**src/rtl/cc_frame_scheduler_pkg.sv**
```systemverilog
`default_nettype none
// ============================================================================
//  Module      : cc_frame_scheduler_pkg
//  Description : Shared types for the analysis-frame scheduler. Holds the
//                scheduler FSM state encoding and its width.
//  Revision    : 1.0  initial release
// ============================================================================
package cc_frame_scheduler_pkg;

    localparam int c_STATE_W = 2;

    // Scheduler FSM states.
    //   S_IDLE   : waiting for a frame pulse
    //   S_DELAY  : counting down before NoteFinder start
    //   S_NF_RUN : NoteFinder running, waiting for nfFinished
    //   S_LV_RUN : LinearVisualizer running, waiting for lvValid
    typedef enum logic [c_STATE_W-1:0] {
        S_IDLE   = 2'd0,
        S_DELAY  = 2'd1,
        S_NF_RUN = 2'd2,
        S_LV_RUN = 2'd3
    } sched_state_t;

endpackage : cc_frame_scheduler_pkg
`default_nettype wire

```
**src/rtl/cc_frame_scheduler_led_handoff.sv**
```systemverilog
`default_nettype none
// ============================================================================
//  Module      : cc_led_handoff
//  Description : LED driver start tracker. Accepts a handoff event each time
//                a LinearVisualizer result becomes valid and starts the LED
//                driver without ever restarting it mid-frame. At most one
//                result is held back while the driver is busy; any further
//                result overwrites the held one and is counted as dropped.
//  Ports       : clk        in   system clock
//                rst        in   asynchronous active-low reset
//                handoff    in   1-cycle pulse, new LV result available
//                ledDone    in   1-cycle pulse, LED driver frame complete
//                ledStart   out  1-cycle pulse, LED driver start (registered)
//                ledBusy    out  LED driver currently owns a frame
//                ledDropped out  saturating count of overwritten results
//  Revision    : 1.0  initial release
// ============================================================================
module cc_led_handoff #(
    parameter int CNT_W = 8
) (
    input  logic             clk,
    input  logic             rst,
    input  logic             handoff,
    input  logic             ledDone,
    output logic             ledStart,
    output logic             ledBusy,
    output logic [CNT_W-1:0] ledDropped
);

    logic             r_busy;
    logic             r_pending;
    logic             r_start;
    logic [CNT_W-1:0] r_dropped;

    logic             w_busy_nxt;
    logic             w_pending_nxt;
    logic             w_start_nxt;
    logic             w_drop;

    always_comb begin
        w_busy_nxt    = r_busy;
        w_pending_nxt = r_pending;
        w_start_nxt   = 1'b0;
        w_drop        = 1'b0;

        if (handoff && ledDone) begin
            // The driver finishes as a new result arrives: start it straight
            // away on the newest result. A held result is superseded.
            w_start_nxt   = 1'b1;
            w_busy_nxt    = 1'b1;
            w_pending_nxt = 1'b0;
            w_drop        = r_pending;
        end else if (handoff) begin
            if (!r_busy) begin
                w_start_nxt = 1'b1;
                w_busy_nxt  = 1'b1;
            end else if (!r_pending) begin
                w_pending_nxt = 1'b1;
            end else begin
                // Held result replaced by the newer one.
                w_drop = 1'b1;
            end
        end else if (ledDone) begin
            if (r_pending) begin
                w_start_nxt   = 1'b1;
                w_pending_nxt = 1'b0;
            end else begin
                w_busy_nxt = 1'b0;
            end
        end
    end

    always_ff @(posedge clk or negedge rst) begin
        if (!rst) begin
            r_busy    <= 1'b0;
            r_pending <= 1'b0;
            r_start   <= 1'b0;
            r_dropped <= '0;
        end else begin
            r_busy    <= w_busy_nxt;
            r_pending <= w_pending_nxt;
            r_start   <= w_start_nxt;
            if (w_drop && (r_dropped != '1)) begin
                r_dropped <= r_dropped + 1'b1;
            end
        end
    end

    assign ledStart   = r_start;
    assign ledBusy    = r_busy;
    assign ledDropped = r_dropped;

endmodule : cc_led_handoff
`default_nettype wire

```
**src/rtl/cc_frame_scheduler.sv**
```systemverilog
`default_nettype none
// ============================================================================
//  Module      : cc_frame_scheduler
//  Description : Sequences one analysis frame per FRAME_DIV DFT sample reads:
//                delayed NoteFinder start -> LinearVisualizer start -> LED
//                driver start. Frames arriving while the pipeline is busy are
//                dropped and counted. A watchdog aborts a frame whose stage
//                stalls for TIMEOUT cycles.
//  Parameters  : READ_DELAY  cycles from frame pulse to nfStart (>=1)
//                FRAME_DIV   sampleRead pulses per frame (>=1)
//                TIMEOUT     max cycles in S_NF_RUN / S_LV_RUN (>=1)
//                CNT_W       width of saturating drop/skip counters
//  Ports       : clk         in   system clock
//                rst         in   asynchronous active-low reset
//                enable      in   1 = arm new frames, 0 = drain only
//                sampleRead  in   1-cycle pulse from DFT read
//                nfFinished  in   1-cycle pulse, NoteFinder done
//                lvValid     in   1-cycle pulse, LinearVisualizer valid
//                ledDone     in   1-cycle pulse, LED driver frame complete
//                nfStart     out  1-cycle pulse, NoteFinder start
//                lvStart     out  1-cycle pulse, LinearVisualizer start
//                ledStart    out  1-cycle pulse, LED driver start
//                busy        out  FSM not idle or LED driver busy
//                state       out  current FSM state (debug)
//                nfSkipped   out  frames not started, saturating
//                ledDropped  out  LV results overwritten, saturating
//                timeoutErr  out  sticky watchdog abort flag
//  Revision    : 1.0  initial release
// ============================================================================
module cc_frame_scheduler
    import cc_frame_scheduler_pkg::*;
#(
    parameter int READ_DELAY = 4,
    parameter int FRAME_DIV  = 1,
    parameter int TIMEOUT    = 65535,
    parameter int CNT_W      = 8
) (
    input  logic                 clk,
    input  logic                 rst,
    input  logic                 enable,
    input  logic                 sampleRead,
    input  logic                 nfFinished,
    input  logic                 lvValid,
    input  logic                 ledDone,
    output logic                 nfStart,
    output logic                 lvStart,
    output logic                 ledStart,
    output logic                 busy,
    output logic [c_STATE_W-1:0] state,
    output logic [CNT_W-1:0]     nfSkipped,
    output logic [CNT_W-1:0]     ledDropped,
    output logic                 timeoutErr
);

    // ------------------------------------------------------------------
    // Counter sizing. The delay counter is loaded with READ_DELAY-2 because
    // entering S_DELAY and issuing the registered nfStart each take a cycle.
    // The watchdog counts 0..TIMEOUT-1 and aborts on the last value, so the
    // abort is visible exactly TIMEOUT cycles after entering the run state.
    // ------------------------------------------------------------------
    localparam int c_SCNT_W = (FRAME_DIV > 1)  ? $clog2(FRAME_DIV)      : 1;
    localparam int c_DLY_W  = (READ_DELAY > 2) ? $clog2(READ_DELAY - 1) : 1;
    localparam int c_WD_W   = (TIMEOUT > 1)    ? $clog2(TIMEOUT)        : 1;

    localparam logic [c_SCNT_W-1:0] c_SCNT_LAST = c_SCNT_W'(FRAME_DIV - 1);
    localparam logic [c_DLY_W-1:0]  c_DLY_LOAD  =
        c_DLY_W'((READ_DELAY > 2) ? (READ_DELAY - 2) : 0);
    localparam logic [c_WD_W-1:0]   c_WD_LAST   = c_WD_W'(TIMEOUT - 1);

    // With a one-cycle delay there is no room for S_DELAY: the frame pulse
    // itself must launch nfStart.
    localparam bit c_DIRECT_START = (READ_DELAY == 1);

    // ------------------------------------------------------------------
    // Reset: asserted asynchronously, released on a clock edge through two
    // flops so every downstream flop leaves reset in the same cycle.
    // ------------------------------------------------------------------
    logic r_rst_meta;
    logic r_rst_sync;

    always_ff @(posedge clk or negedge rst) begin
        if (!rst) begin
            r_rst_meta <= 1'b0;
            r_rst_sync <= 1'b0;
        end else begin
            r_rst_meta <= 1'b1;
            r_rst_sync <= r_rst_meta;
        end
    end

    // ------------------------------------------------------------------
    // Sample counter: the FRAME_DIV-th qualifying sampleRead is the frame
    // pulse. Dropping enable discards a partial count.
    // ------------------------------------------------------------------
    logic [c_SCNT_W-1:0] r_scnt;
    logic                w_frame;

    assign w_frame = enable && sampleRead && (r_scnt == c_SCNT_LAST);

    always_ff @(posedge clk or negedge r_rst_sync) begin
        if (!r_rst_sync) begin
            r_scnt <= '0;
        end else if (!enable) begin
            r_scnt <= '0;
        end else if (sampleRead) begin
            r_scnt <= w_frame ? '0 : (r_scnt + 1'b1);
        end
    end

    // ------------------------------------------------------------------
    // Scheduler FSM
    // ------------------------------------------------------------------
    sched_state_t        r_state;
    sched_state_t        w_state_nxt;
    logic [c_DLY_W-1:0]  r_dly;
    logic [c_DLY_W-1:0]  w_dly_nxt;
    logic [c_WD_W-1:0]   r_wd;
    logic [c_WD_W-1:0]   w_wd_nxt;
    logic                r_nf_start;
    logic                w_nf_start_nxt;
    logic                r_lv_start;
    logic                w_lv_start_nxt;
    logic                r_timeout_err;
    logic                w_timeout_nxt;
    logic                w_handoff;
    logic                w_skip;
    logic [CNT_W-1:0]    r_nf_skipped;

    // A frame pulse that finds the FSM anywhere but idle is lost.
    assign w_skip = w_frame && (r_state != S_IDLE);

    always_ff @(posedge clk or negedge r_rst_sync) begin
        if (!r_rst_sync) begin
            r_state <= S_IDLE;
        end else begin
            r_state <= w_state_nxt;
        end
    end

    always_comb begin
        w_state_nxt    = r_state;
        w_dly_nxt      = r_dly;
        // Watchdog idles at zero, so every entry into a run state starts
        // from a cleared count.
        w_wd_nxt       = '0;
        w_nf_start_nxt = 1'b0;
        w_lv_start_nxt = 1'b0;
        w_timeout_nxt  = r_timeout_err;
        w_handoff      = 1'b0;

        unique case (r_state)
            S_IDLE: begin
                if (w_frame) begin
                    if (c_DIRECT_START) begin
                        w_state_nxt    = S_NF_RUN;
                        w_nf_start_nxt = 1'b1;
                    end else begin
                        w_state_nxt = S_DELAY;
                        w_dly_nxt   = c_DLY_LOAD;
                    end
                end
            end

            S_DELAY: begin
                if (r_dly == '0) begin
                    w_state_nxt    = S_NF_RUN;
                    w_nf_start_nxt = 1'b1;
                end else begin
                    w_dly_nxt = r_dly - 1'b1;
                end
            end

            S_NF_RUN: begin
                // A finish arriving on the last watchdog cycle still counts.
                if (nfFinished) begin
                    w_state_nxt    = S_LV_RUN;
                    w_lv_start_nxt = 1'b1;
                end else if (r_wd == c_WD_LAST) begin
                    w_state_nxt   = S_IDLE;
                    w_timeout_nxt = 1'b1;
                end else begin
                    w_wd_nxt = r_wd + 1'b1;
                end
            end

            S_LV_RUN: begin
                if (lvValid) begin
                    w_state_nxt = S_IDLE;
                    w_handoff   = 1'b1;
                end else if (r_wd == c_WD_LAST) begin
                    w_state_nxt   = S_IDLE;
                    w_timeout_nxt = 1'b1;
                end else begin
                    w_wd_nxt = r_wd + 1'b1;
                end
            end

            default: begin
                w_state_nxt = S_IDLE;
            end
        endcase
    end

    always_ff @(posedge clk or negedge r_rst_sync) begin
        if (!r_rst_sync) begin
            r_dly         <= '0;
            r_wd          <= '0;
            r_nf_start    <= 1'b0;
            r_lv_start    <= 1'b0;
            r_timeout_err <= 1'b0;
            r_nf_skipped  <= '0;
        end else begin
            r_dly         <= w_dly_nxt;
            r_wd          <= w_wd_nxt;
            r_nf_start    <= w_nf_start_nxt;
            r_lv_start    <= w_lv_start_nxt;
            r_timeout_err <= w_timeout_nxt;
            if (w_skip && (r_nf_skipped != '1)) begin
                r_nf_skipped <= r_nf_skipped + 1'b1;
            end
        end
    end

    // ------------------------------------------------------------------
    // LED driver ownership
    // ------------------------------------------------------------------
    logic w_led_busy;

    cc_led_handoff #(
        .CNT_W (CNT_W)
    ) u_led_handoff (
        .clk        (clk),
        .rst        (r_rst_sync),
        .handoff    (w_handoff),
        .ledDone    (ledDone),
        .ledStart   (ledStart),
        .ledBusy    (w_led_busy),
        .ledDropped (ledDropped)
    );

    // ------------------------------------------------------------------
    // Outputs. busy is decoded purely from flops, so it carries no
    // combinational path from any input.
    // ------------------------------------------------------------------
    assign nfStart    = r_nf_start;
    assign lvStart    = r_lv_start;
    assign busy       = (r_state != S_IDLE) || w_led_busy;
    assign state      = r_state;
    assign nfSkipped  = r_nf_skipped;
    assign timeoutErr = r_timeout_err;

endmodule : cc_frame_scheduler
`default_nettype wire
```
**config.mk**
```make
export PLATFORM = sky130hd
export DESIGN_NAME = cc_frame_scheduler
export DESIGN_NICKNAME = d
export VERILOG_FILES = /design/src/rtl/cc_frame_scheduler_pkg.sv /design/src/rtl/cc_frame_scheduler_led_handoff.sv /design/src/rtl/cc_frame_scheduler.sv
export SDC_FILE = /design/constraint.sdc
export NUM_CORES = 1
export LEC_CHECK = 0
export CAP_MARGIN = 15
export CORE_ASPECT_RATIO = 0.7
export CORE_MARGIN = 2
export CORE_UTILIZATION = 54
export DETAILED_ROUTE_END_ITERATION = 7
export PLACE_DENSITY = 0.75
export REMOVE_ABC_BUFFERS = 1
export SLEW_MARGIN = 25
export SYNTH_ARGS = -nofsm -noshare
export SYNTH_HDL_FRONTEND = slang
export SYNTH_SLANG_ARGS = --single-unit
```
**constraint.sdc**
```tcl
create_clock -name clk -period 1.75 [get_ports clk]
set_input_delay 0.35 -clock clk [delete_from_list [all_inputs] [get_ports clk]]
set_output_delay 0.35 -clock clk [all_outputs]
set_load 0.01 [all_outputs]
```
* Word level (Yosys, flattened, before mapping)
Index checks and enable logic that the tools add are counted.
** Word-level totals
- Input bits :: 7
- Logic and storage cells :: 94
- Register bits :: 45
** Cells by class
- Reduce and logical (&&, ||, !) cells :: 18
- Add/subtract/negate cells :: 5
- Multiplexer cells :: 42
- Bitwise operators :: 1
- Eq/ne operators :: 14
** Operator list (count)
- $mux W16 :: 3
- $pmux W16 S2 :: 1
- $mux W1 :: 28
- $add A16 B1 Y16 const B :: 1
- $add A8 B1 Y8 const B :: 2
- $eq A16 B16 Y1 const B :: 1
- $ne A8 B8 Y1 const B :: 2
- $mux W2 :: 7
- $ne A2 B2 Y1 const B :: 5
- $pmux W2 S4 :: 1
- $logic_and A1 B1 Y1 :: 6
- $reduce_and A2 Y1 :: 3
- $reduce_and A3 Y1 :: 2
- $reduce_bool A2 Y1 :: 3
- $eq A2 B2 Y1 const B :: 2
- $logic_not A2 Y1 :: 2
- $pmux W2 S2 :: 1
- $ne A3 B2 Y1 const B :: 1
- $ne A3 B3 Y1 const B :: 1
- $reduce_bool A3 Y1 :: 1
- $eq A2 B1 Y1 const B :: 1
- $ne A2 B1 Y1 const B :: 1
- $pmux W1 S2 :: 1
- $sub A2 B1 Y2 const B :: 1
- 3 further kinds :: 3

* Logic depth before layout (Yosys ltp)
Gate-level depths: netlist of the first run.
- Word-level depth :: 5
- Depth in mapped cells :: 7
- Depth with buffers taken out :: 6

* Modules after synthesis
A second synthesis of the first run with hierarchy kept.
** Unflattened totals
- Cells, all modules :: 203
- Area total of the unflattened synthesis :: 2172.1 um2
** By module, submodules not included
- cc_frame_scheduler :: sequential area each 850.8 um2, area an instance 1645.3 um2, instances 1, cells an instance 158
- cc_led_handoff :: sequential area each 275.3 um2, area an instance 526.8 um2, instances 1, cells an instance 45

* Worst setup path after synthesis of the first run
No wires, ideal clock.
- Kind :: register to register
- Start point :: reg r_nf_skipped[0], in the netlist nfSkipped[0]
- End point :: reg r_nf_skipped[1], in the netlist nfSkipped[1]
- Slack :: -37 ps
- Library setup time :: 125 ps
- Arrival :: 1662 ps
- Stages on the path, launching flop included :: 5
- Cell sequence :: dfrtp_1 -> ha_1 -> and3_1 -> a211oi_2 -> mux2_2
** On the way
- Word-level cells in the longest chain between the ends :: 2
- Elaborated cells on any way between the ends :: 3
** Ends and longest elaborated chain
- from (decl) :: RTL line cc_frame_scheduler.sv:127 : logic [CNT_W-1:0] r_nf_skipped;
- from (signal assigned) :: RTL line cc_frame_scheduler.sv:219 : r_nf_skipped <= r_nf_skipped + 1'b1;
- parallel branches: the longest is 2 deep, another holds $add A8 B1 Y8
Parallel ways; which one is timed is not known.
A chain may end at the register's enable or synchronous reset.

* Worst setup path in the final report of the first run
- Start point :: reg u_led_handoff.r_dropped[0], in the netlist u_led_handoff.ledDropped[0]
- End point :: out ledDropped[0]
** RTL lines
- from (decl) :: RTL line cc_frame_scheduler_led_handoff.sv:33 : logic [CNT_W-1:0] r_dropped;
- from (signal assigned) :: RTL line cc_frame_scheduler_led_handoff.sv:84 : r_dropped <= r_dropped + 1'b1;
- to (decl) :: RTL line cc_frame_scheduler.sv:51 : output logic [CNT_W-1:0] ledDropped,
No word-level cell between the ends.

==> results.cfg, run 1 <==
[outcome]
status = completed

[global_routing]
track_usage = 0.221
grt_max_degree = 44
grt_pass1_vias = 1670
grt_antenna_before_repair = 0
grt_overflow = 0
grt_pass1_wl_um = 7540

[synthesis]
ys_ff_latch = 45
ys.warnings.count = 0
syn_inst = 198
ys_seq_area_frac = 0.534
synth.top_cells.by_area = dfrtp_1, xnor2_1, nor2_1, xor2_1, ha_1
netlist.area_leader.share = 0.534
yosysTopAreaCell = dfrtp_1
yosysUniqueCellTypes = 38
syn_area_per_cell_sq_um = 10.6
syn-cell-area_sq_mm = 0.00211

[routing]
drtPass1Iterations = 4
initialDrtViolationCount = 62
wirelength_um = 4430
viasPerCell = 5.37
drtAntennaViolNets = 0
vias = 1612
drc = 0
wl_per_cell_um = 14.8

[setup_path]
reg2reg_from = r_wd[1]$_DFF_PN0_
cp.required_ns = 1.40
cp_max_fo = 3
critPathBufInv = 2
reg2reg_slack_ns = 0.06
cp-end-kind = output pin
path_class = reg -> out
startpoint = u_led_handoff.ledDropped[0]$_DFFE_PN0P_
critPathCapture = ledDropped[0]
critical_path_arrival_ns = 1.35
reg2reg_depth = 5
crit_family = buffers and inverters
path_cells = buf_4 > clkdlybuf4s50_1
cp.depth = 2
slowest_stage = clkdlybuf4s50_1
timing.rr.end = r_wd[14]$_DFF_PN0_
worstSetupStartpointType = flip-flop
cpPeakStageDelay_ns = 0.55

[worst_hold_path]
min_path_type = in -> async

[placement]
gp_congestion = 0.887
numPortBuffers = 29
hpwl_um = 3160

[power]
static-leakage-power_nw = 1.24
clkPwrFrac = 0.226
pwr-share-comb = 0.340
power.net_switching_mw = 0.988
ir_worst_vdd_mv = 0.973
power_density_mw_per_mm2 = 1140
p_sw_frac = 0.321
power_frac_seq = 0.434
power.internal_mw = 2.09

[sta]
period_needed_ns = 1.70
max_freq_mhz = 589
setup_viol = 0
max_slew_margin = 0.649
worstMarginPinSlew_ns = 0.527
finalSetupTns_ns = 0
finClkSkew_ns = 0.00440
hold_viol = 0
finalCritPeriodShare = 0.970
slew_viol_final = 0

[die]
initial_core_util = 0.581
rows = 18
die-area_sq_mm = 0.00443
fp.coreArea_sq_mm = 0.00363
die_x_um = 78.7
die_h_um = 56.3
io_pins = 30

[finish]
drive_above_1_share = 0.160
nFillCells = 251
regArea_sq_mm = 0.00113
area_growth_pct = 28.2
nets = 261
multi_input_area_sq_um = 936
finalCoreUtilization = 0.746
antennaDiodeCount = 0

[clocking]
path_clk_slew_ns = 0.08
htree_levels = 2
clk_latency_ns = 0.30
cts-root-buf = clkbuf_8
cts_made_buffers = 5
clockBufferDepth = 2
cts_tree = done
cts.sinks = 45

[run]
maxCapViolCount = 0
## layer usage
metal | up-vias | part of all wire | GRT usage
met3 | 12 | 0.041 | 0.0579
li1 | 789 | - | -
met4 | 0 | 0.027 | 0.123
met5 | - | 0 | 0
met2 | 46 | 0.49 | 0.352
met1 | 765 | 0.44 | 0.276
## power groups by stage
stage	registers [mW]	logic, mW	clock network, mW
after floorplan	1.44	0.425	0
after global placement	1.34	1.01	0
after global routing	1.36	1.16	0.768
after CTS	1.33	1.03	0.717
final	1.34	1.05	0.697
after detailed placement	1.35	1.04	0
## kinds of logic after synthesis
logic type | synth area share
mux | 0.0107
xor+xnor | 0.116
flops | 0.534
fa+ha+maj | 0.0297
other cells | 0.00178
simple gates | 0.223
compound gates | 0.0605
buf+inv | 0.0243
## cells in the mapped netlist
cell type	number
and3_2	1
dfrtp_1	45
or3_1	1
o21ai_0	6
a22o_1	1
buf_6	1
o21ai_4	1
nand3_1	11
a211oi_1	1
nand4_1	9
inv_1	7
ha_1	5
and4_1	5
nand2_1	13
nand3b_1	1
xor2_1	10
xnor2_1	18
nor2_2	1
or4b_1	1
a21o_1	1
nand2b_1	1
nor4_1	3
or3_4	1
mux2_2	2
nor2b_1	1
o22ai_1	1
nand4_2	1
a21oi_1	4
conb_1	1
nor3_1	1
buf_2	2
nor3b_1	1
clkbuf_1	1
nor2_1	26
or2_2	1
a31oi_1	1
and3_1	9
a211oi_2	2
## metrics by stage
| step | setup WS [ns] | hold slack [ns] | total power [mW] | instances | instance area (sq um) |
|---|---|---|---|---|---|
| floorplan | -0.0372 | 0.0544 | 1.87 | 194 | 2080 |
| CTS | 0.00275 | 0.195 | 3.08 | 297 | 2670 |
| global route | -0.0145 | 0.193 | 3.29 | 300 | 2700 |
| finish | 0.0523 | 0.200 | 3.08 | 300 | 2700 |
| detailed placement | -0.141 | 0.326 | 2.38 | 289 | 2570 |
| global placement | -0.0819 | 0.322 | 2.34 | 289 | 2570 |
## how the worst min path moves through the flow
| stage | to | slack, ns | cells past startpoint |
|---|---|---|---|
| 2_1_floorplan | r_rst_meta$_DFF_PN0_ | 0.05 | 0 |
| 3_3_place_gp | u_led_handoff.ledDropped[1]$_DFFE_PN0P_ | 0.32 | 1 |
| 3_5_place_dp | u_led_handoff.ledDropped[1]$_DFFE_PN0P_ | 0.33 | 1 |
| 4_1_cts | r_rst_sync$_DFF_PN0_ | 0.19 | 1 |
| 5_1_grt | r_rst_meta$_DFF_PN0_ | 0.19 | 1 |
| 6_report | r_rst_sync$_DFF_PN0_ | 0.20 | 1 |
## placed cells by master, fill, tap and decap left out, drive strengths merged, types with 2 or more instances in the layout
cell	instances
nor2	27
buf	19
nand3	11
nand4	10
xnor2	18
o21ai	7
xor2	10
clkbuf	7
ha	5
dlymetal6s2s	2
nand2	13
and3	10
nor4	3
inv	7
or3	2
clkdlybuf4s50	26
dfrtp	45
a21oi	4
a211oi	3
and4	5
mux2	2
## sequential cells by signal (all words and copies together), names as in the netlist, 2 cells and up
name / flops
r_dly: 2
state: 2
nfSkipped: 8
u_led_handoff.ledDropped: 8
r_wd: 16
## cell type report
type / instances / share of cell area
sequential: 45 / 0.417
multi-input combinational: 142 / 0.346
timing repair buffer: 48 / 0.167
clock buffer: 7 / 0.0356
tap: 50 / 0.0231
inverter: 7 / 0.00972
clock inverter: 1 / 0.00185
## timing repair
action                     CTS  global route
setup endpoints to repair    1             5
gates cloned                 0             0
buffers inserted             0             3
resized for setup            1             7
hold buffers                 0             0
(Power assumes the default switching activity.)
==> inputs of run 2 (changes only) <==
Settings changed: CTS_CLUSTER_SIZE set to 12.
==> results of run 2 <==
The final DEF is identical to that of run 1; final timing and power are the same.
